### src/rtl/dot_acc_pkg.sv
// Shared types and helpers for the dot-product accumulator.
// Optional bias feature is enabled by defining DOT_ACC_BIAS_EN.
package dot_acc_pkg;

    localparam int EXT_W = 64;

    typedef enum logic [1:0] {
        IDLE = 2'd0,
        ACC  = 2'd1,
        DONE = 2'd2
    } state_t;

    // Sign- or zero-extend the low w bits of v to EXT_W bits.
    function automatic logic [EXT_W-1:0] ext(
        input logic [EXT_W-1:0] v,
        input int               w,
        input logic             sgn
    );
        logic [EXT_W-1:0] mask;
        logic             msb;
        mask = (w >= EXT_W) ? '1 : ((EXT_W'(1) << w) - EXT_W'(1));
        msb  = |(v & (mask & ~(mask >> 1)));
        return (sgn && msb) ? (v | ~mask) : (v & mask);
    endfunction

endpackage

### src/rtl/mac_acc_unit.sv
// Combinational multiply-accumulate: Y = C + ext(A*B).
// Signedness of operands and product follows sg.
module mac_acc_unit
    import dot_acc_pkg::*;
#(
    parameter int La   = 4,
    parameter int Lb   = 4,
    parameter int Lacc = 11
) (
    input  logic [La-1:0]   A,
    input  logic [Lb-1:0]   B,
    input  logic [Lacc-1:0] C,
    input  logic            sg,
    output logic [Lacc-1:0] Y
);

    localparam int P = La + Lb;

    logic [P-1:0]    a_ext;
    logic [P-1:0]    b_ext;
    logic [P-1:0]    prod;
    logic [Lacc-1:0] p_ext;

    assign a_ext = sg ? {{Lb{A[La-1]}}, A} : {{Lb{1'b0}}, A};
    assign b_ext = sg ? {{La{B[Lb-1]}}, B} : {{La{1'b0}}, B};

    // Truncation to P bits is exact: the true product always fits.
    assign prod  = a_ext * b_ext;
    assign p_ext = Lacc'(ext(EXT_W'(prod), P, sg));
    assign Y     = C + p_ext;

endmodule

### src/rtl/dot_acc_seq.sv
// Sequential N-element dot-product accumulator with valid/ready I/O.
// Define DOT_ACC_BIAS_EN to add a bias port that seeds the sum.
module dot_acc_seq
    import dot_acc_pkg::*;
#(
    parameter int La   = 4,
    parameter int Lb   = 4,
    parameter int N    = 4,
    parameter int Lacc = La + Lb + $clog2(N) + 1
) (
    input  logic            clk,
    input  logic            rst,
    input  logic            in_valid,
    output logic            in_ready,
    input  logic [La-1:0]   A,
    input  logic [Lb-1:0]   B,
    input  logic            sg,
`ifdef DOT_ACC_BIAS_EN
    input  logic [La+Lb-1:0] bias,
`endif
    output logic            out_valid,
    input  logic            out_ready,
    output logic [Lacc-1:0] Y
);

    localparam int CW = (N > 1) ? $clog2(N + 1) : 1;
    localparam bit ONE_ELEM = (N == 1);

    state_t          state;
    logic [Lacc-1:0] acc;
    logic [CW-1:0]   cnt;
    logic            sg_q;

    logic            accept;
    logic            mac_sg;
    logic [Lacc-1:0] init;
    logic [Lacc-1:0] mac_c;
    logic [Lacc-1:0] mac_y;

    assign accept = in_valid && in_ready;
    assign mac_sg = (state == IDLE) ? sg : sg_q;

`ifdef DOT_ACC_BIAS_EN
    assign init = Lacc'(ext(EXT_W'(bias), La + Lb, sg));
`else
    assign init = '0;
`endif

    assign mac_c = (state == IDLE) ? init : acc;
    assign Y     = acc;

    mac_acc_unit #(
        .La   (La),
        .Lb   (Lb),
        .Lacc (Lacc)
    ) u_mac (
        .A  (A),
        .B  (B),
        .C  (mac_c),
        .sg (mac_sg),
        .Y  (mac_y)
    );

    always_ff @(posedge clk or posedge rst) begin
        if (rst) begin
            state     <= IDLE;
            acc       <= '0;
            cnt       <= '0;
            sg_q      <= 1'b0;
            out_valid <= 1'b0;
            in_ready  <= 1'b1;
        end else begin
            unique case (state)
                IDLE: begin
                    if (accept) begin
                        sg_q <= sg;
                        acc  <= mac_y;
                        cnt  <= CW'(1);
                        if (ONE_ELEM) begin
                            state     <= DONE;
                            out_valid <= 1'b1;
                            in_ready  <= 1'b0;
                        end else begin
                            state <= ACC;
                        end
                    end
                end
                ACC: begin
                    if (accept) begin
                        acc <= mac_y;
                        cnt <= cnt + CW'(1);
                        if (cnt == CW'(N - 1)) begin
                            state     <= DONE;
                            out_valid <= 1'b1;
                            in_ready  <= 1'b0;
                        end
                    end
                end
                DONE: begin
                    if (out_ready) begin
                        state     <= IDLE;
                        cnt       <= '0;
                        out_valid <= 1'b0;
                        in_ready  <= 1'b1;
                    end
                end
                default: begin
                    state     <= IDLE;
                    out_valid <= 1'b0;
                    in_ready  <= 1'b1;
                end
            endcase
        end
    end

endmodule

### config.mk
export PLATFORM = sky130hd
export DESIGN_NAME = dot_acc_seq
export DESIGN_NICKNAME = d
export VERILOG_FILES = /design/src/rtl/dot_acc_pkg.sv /design/src/rtl/mac_acc_unit.sv /design/src/rtl/dot_acc_seq.sv
export SDC_FILE = /design/constraint.sdc
export NUM_CORES = 1
export LEC_CHECK = 0
export ABC_AREA = 1
export BUFFER_PORTS_ARGS = -buffer_cell sky130_fd_sc_hd__buf_2
export CAP_MARGIN = 10
export CORE_MARGIN = 3
export CORE_UTILIZATION = 35
export CTS_CLUSTER_DIAMETER = 50
export CTS_CLUSTER_SIZE = 12
export DETAILED_ROUTE_END_ITERATION = 8
export GPL_TIMING_DRIVEN = 0
export PLACE_DENSITY_LB_ADDON = 0.05
export REMOVE_ABC_BUFFERS = 1
export SLEW_MARGIN = 10
export SYNTH_ARGS = -nofsm -noshare
export SYNTH_HDL_FRONTEND = slang
export SYNTH_HIERARCHICAL = 1
export SYNTH_SLANG_ARGS = --single-unit
### constraint.sdc
create_clock -name clk -period 16.47 [get_ports clk]
set_input_delay 4.941 -clock clk [delete_from_list [all_inputs] [get_ports clk]]
set_output_delay 4.941 -clock clk [all_outputs]
set_load 0.01 [all_outputs]
==> qor.csv <==
metric,value,unit
CP Capture Type,register,
Synth Area in Compound Gates,7.79,%
final setup margin,6.11,ns
Hold Slack,0.478,ns
Initial Util,37.4,%
"commonest non-fill, non-tap cell in the layout",nand2_1,
Rows,29,
Iter 0 DRT Violations,53,
Storage cell area,477,sq um
Post-Syn Area,2460,sq um
CTS H-tree lvls,1,
filler cell count,727,
Total Nets Final,423,
gpl congestion,0.795,
Final min period,10.36,ns
die width,89.8,um
core box area,6570,sq um
CP Class,in2reg,
biggest cell delay along the critical path,0.54,ns
final period utilization,62.9,%
Setup crit start kind,input pin,
static leakage,1.59,nW
routed len/inst,10.2,um
"commonest cells after routing, fill and taps aside","81 x nand2_1, 74 x inv_1, 31 x nor2_1, 31 x ha_1, 25 x buf_2",
Synth cell types,31,
antenna violations before repair,0,
crit path from,sg,
post-placement setup slack,5.77,ns
max-cap viol count,0,
synth-to-layout area growth,9.67,%
Rel. slew slack,42.7,%
Clock transition at path regs,0.07,ns
Synth Register Bits,19,
Sink Count,19,
Via density,4.37,
Post-Synth Adder-Cell Area,26.4,%
Cells after Synth,341,
number of diodes,0,
first-pass GRT wire length,8650,um
worst min path class,reg2reg,
final setup vio count,0,
largest net degree at the start of global routing,23,
max-slew violations,0,
Max Fclk,96.5,MHz
Ys Warns,6,
DRC viols,0,
# IOs,26,
Critical Path AT,10.48,ns
register area share after synthesis,19.4,%
chip height,89.8,um
largest family of logic cells by synthesized area,simple AND/OR/NAND/NOR gates,
post_cts resized,0,
crit path capture,Y[10]$_DFFE_PP0P_,
Cell Pwr Density,55.9,nW/um^2
Final ANT Viol Nets,0,
post-synthesis mux area share,0,%
WL final,4660,um
Critical Path RT,16.59,ns
global route overflow,0,
final hold viol count,0,
hold_buf cts,0,
"Avg Cell Area, Syn",7.21,sq um
crit-path most repeated cell,nand2_1,
Root Driver,clkbuf_8,
Post-CTS Setup Repair Bufs,0,
RSZ-0062 raised after global routing,no,
Crit Reg-Reg Endpoint,Y[10]$_DFFE_PP0P_,
"Max stage delay cell, worst path",fa_1,
DRT Pass-1 Iters,4,
Slew @ Worst Pin,0.853,ns
Post-Synth Simple-Gate Area,27.7,%
reg2reg path depth,33,
hpwl dp,3920,um
overall global routing resource usage,12.4,%
IO buf count,25,
share of layout cells above drive strength 1,14.0,%
Die ar.,8070,sq um
sum of negative setup slack,0,ns
r2r setup slk,9.60,ns
Max Buffers Root-to-Sink,2,
skew final,0.00331,ns
VDD IR max,0.0356,mV
outcome,"finished, final reports clean",
vias in the first global route,1969,
Synth Area in XOR/XNOR,4.99,%
crit path max fanout,8,
Num CTS Buffers,3,
CTS tree,done,
"Clk Latency, worst-skew pair",0.25,ns
worst reg2reg startpoint,state[0]$_DFFE_PP0P_,
area used by multi-input combinational logic,1640,sq um
vias post-DR,2003,
-- worst max-delay path, delay by kind of cell --
family / cells / cell delay [ns]
adders and majority gates: 6 / 2.61
AOI/OAI and AO/OA: 3 / 0.89
and+or+nand+nor: 16 / 1.44
buffers and inverters: 7 / 0.60
-- metal layers --
metal / global-route usage (%) / wire length, um
met3: 2.50 / 142
met1: 19.0 / 2550
met2: 18.6 / 1980
met5: 0 / 0
met4: 1.15 / 0
-- power breakdown --
part	internal, mW	switching [mW]	total, mW
clock network	0.0172	0.0158	0.0330
logic	0.0283	0.0427	0.0710
registers	0.0466	0	0.0466
total	0.0921	0.0586	0.151
-- synth_stat cells --
cell type / n / share of area (%)
nand2_1: 81 / 12
inv_1: 74 / 11
ha_1: 31 / 16
nor2_1: 31 / 4.7
a21oi_1: 19 / 3.9
dfrtp_1: 18 / 18
nand3_1: 18 / 3.7
fa_1: 13 / 11
xor2_1: 10 / 3.6
nand2_2: 8 / 2.0
o21ai_0: 8 / 1.6
xnor2_1: 4 / 1.4
inv_2: 3 / 0.46
nand3_2: 3 / 1.2
buf_6: 2 / 0.92
nand4_1: 2 / 0.51
nor2_4: 2 / 0.92
a21o_1: 1 / 0.31
a21oi_2: 1 / 0.36
a21oi_4: 1 / 0.66
buf_2: 1 / 0.20
buf_4: 1 / 0.31
clkbuf_8: 1 / 0.56
dfstp_2: 1 / 1.1
nand2_4: 1 / 0.46
nand3_4: 1 / 0.71
nand3b_1: 1 / 0.31
nand4_2: 1 / 0.51
nor3b_1: 1 / 0.31
o21ai_4: 1 / 0.66
o21bai_1: 1 / 0.31
-- per-stage QoR --
stage	std cells	cell area [sq um]	utilization (%)	total power, mW
finish	458	2700	41.1	0.151
global route	458	2700	41.1	0.167
CTS	458	2700	41.1	0.154
detailed placement	454	2650	40.4	0.120
global placement	454	2650	40.4	0.120
floorplan	336	2410	-	0.107
-- final cells by class --
| class | count | share of cell area [%] |
|---|---|---|
| timing repair buffer | 25 | 4.64 |
| sequential | 19 | 17.7 |
| clock buffer | 4 | 1.67 |
| multi-input combinational | 240 | 61.0 |
| tap | 93 | 4.32 |
| inverter | 77 | 10.7 |
-- sequential cells by signal, summed over array words and instances (netlist names) --
register and cells:
Y 11, cnt 3, in_ready 1, out_valid 1, sg_q 1, state 2
-- worst min path at each step --
stage | slack, ns | startpoint | depth (start not counted) | end
2_1_floorplan | 0.44 | cnt[2]$_DFFE_PP0P_ | 2 | cnt[2]$_DFFE_PP0P_
3_3_place_gp | 0.47 | cnt[1]$_DFFE_PP0P_ | 2 | cnt[1]$_DFFE_PP0P_
3_5_place_dp | 0.47 | cnt[2]$_DFFE_PP0P_ | 2 | cnt[2]$_DFFE_PP0P_
4_1_cts | 0.48 | cnt[1]$_DFFE_PP0P_ | 2 | cnt[1]$_DFFE_PP0P_
5_1_grt | 0.51 | in_ready$_DFFE_PP1P_ | 2 | in_ready$_DFFE_PP1P_
6_report | 0.48 | cnt[2]$_DFFE_PP0P_ | 2 | cnt[2]$_DFFE_PP0P_
-- logic make-up (layout without fill, tap and decap cells) --
| family | Yosys count | in the layout |
|---|---|---|
| flip-flops | 19 | 19 |
| AND/OR/NAND/NOR | 150 | 150 |
| XOR/XNOR | 14 | 14 |
| AO/OA/AOI/OAI | 32 | 32 |
| buffers and inverters | 82 | 106 |
| adder cells (fa/ha/maj) | 44 | 44 |
Note: power is estimated with default switching activity, not from simulation.
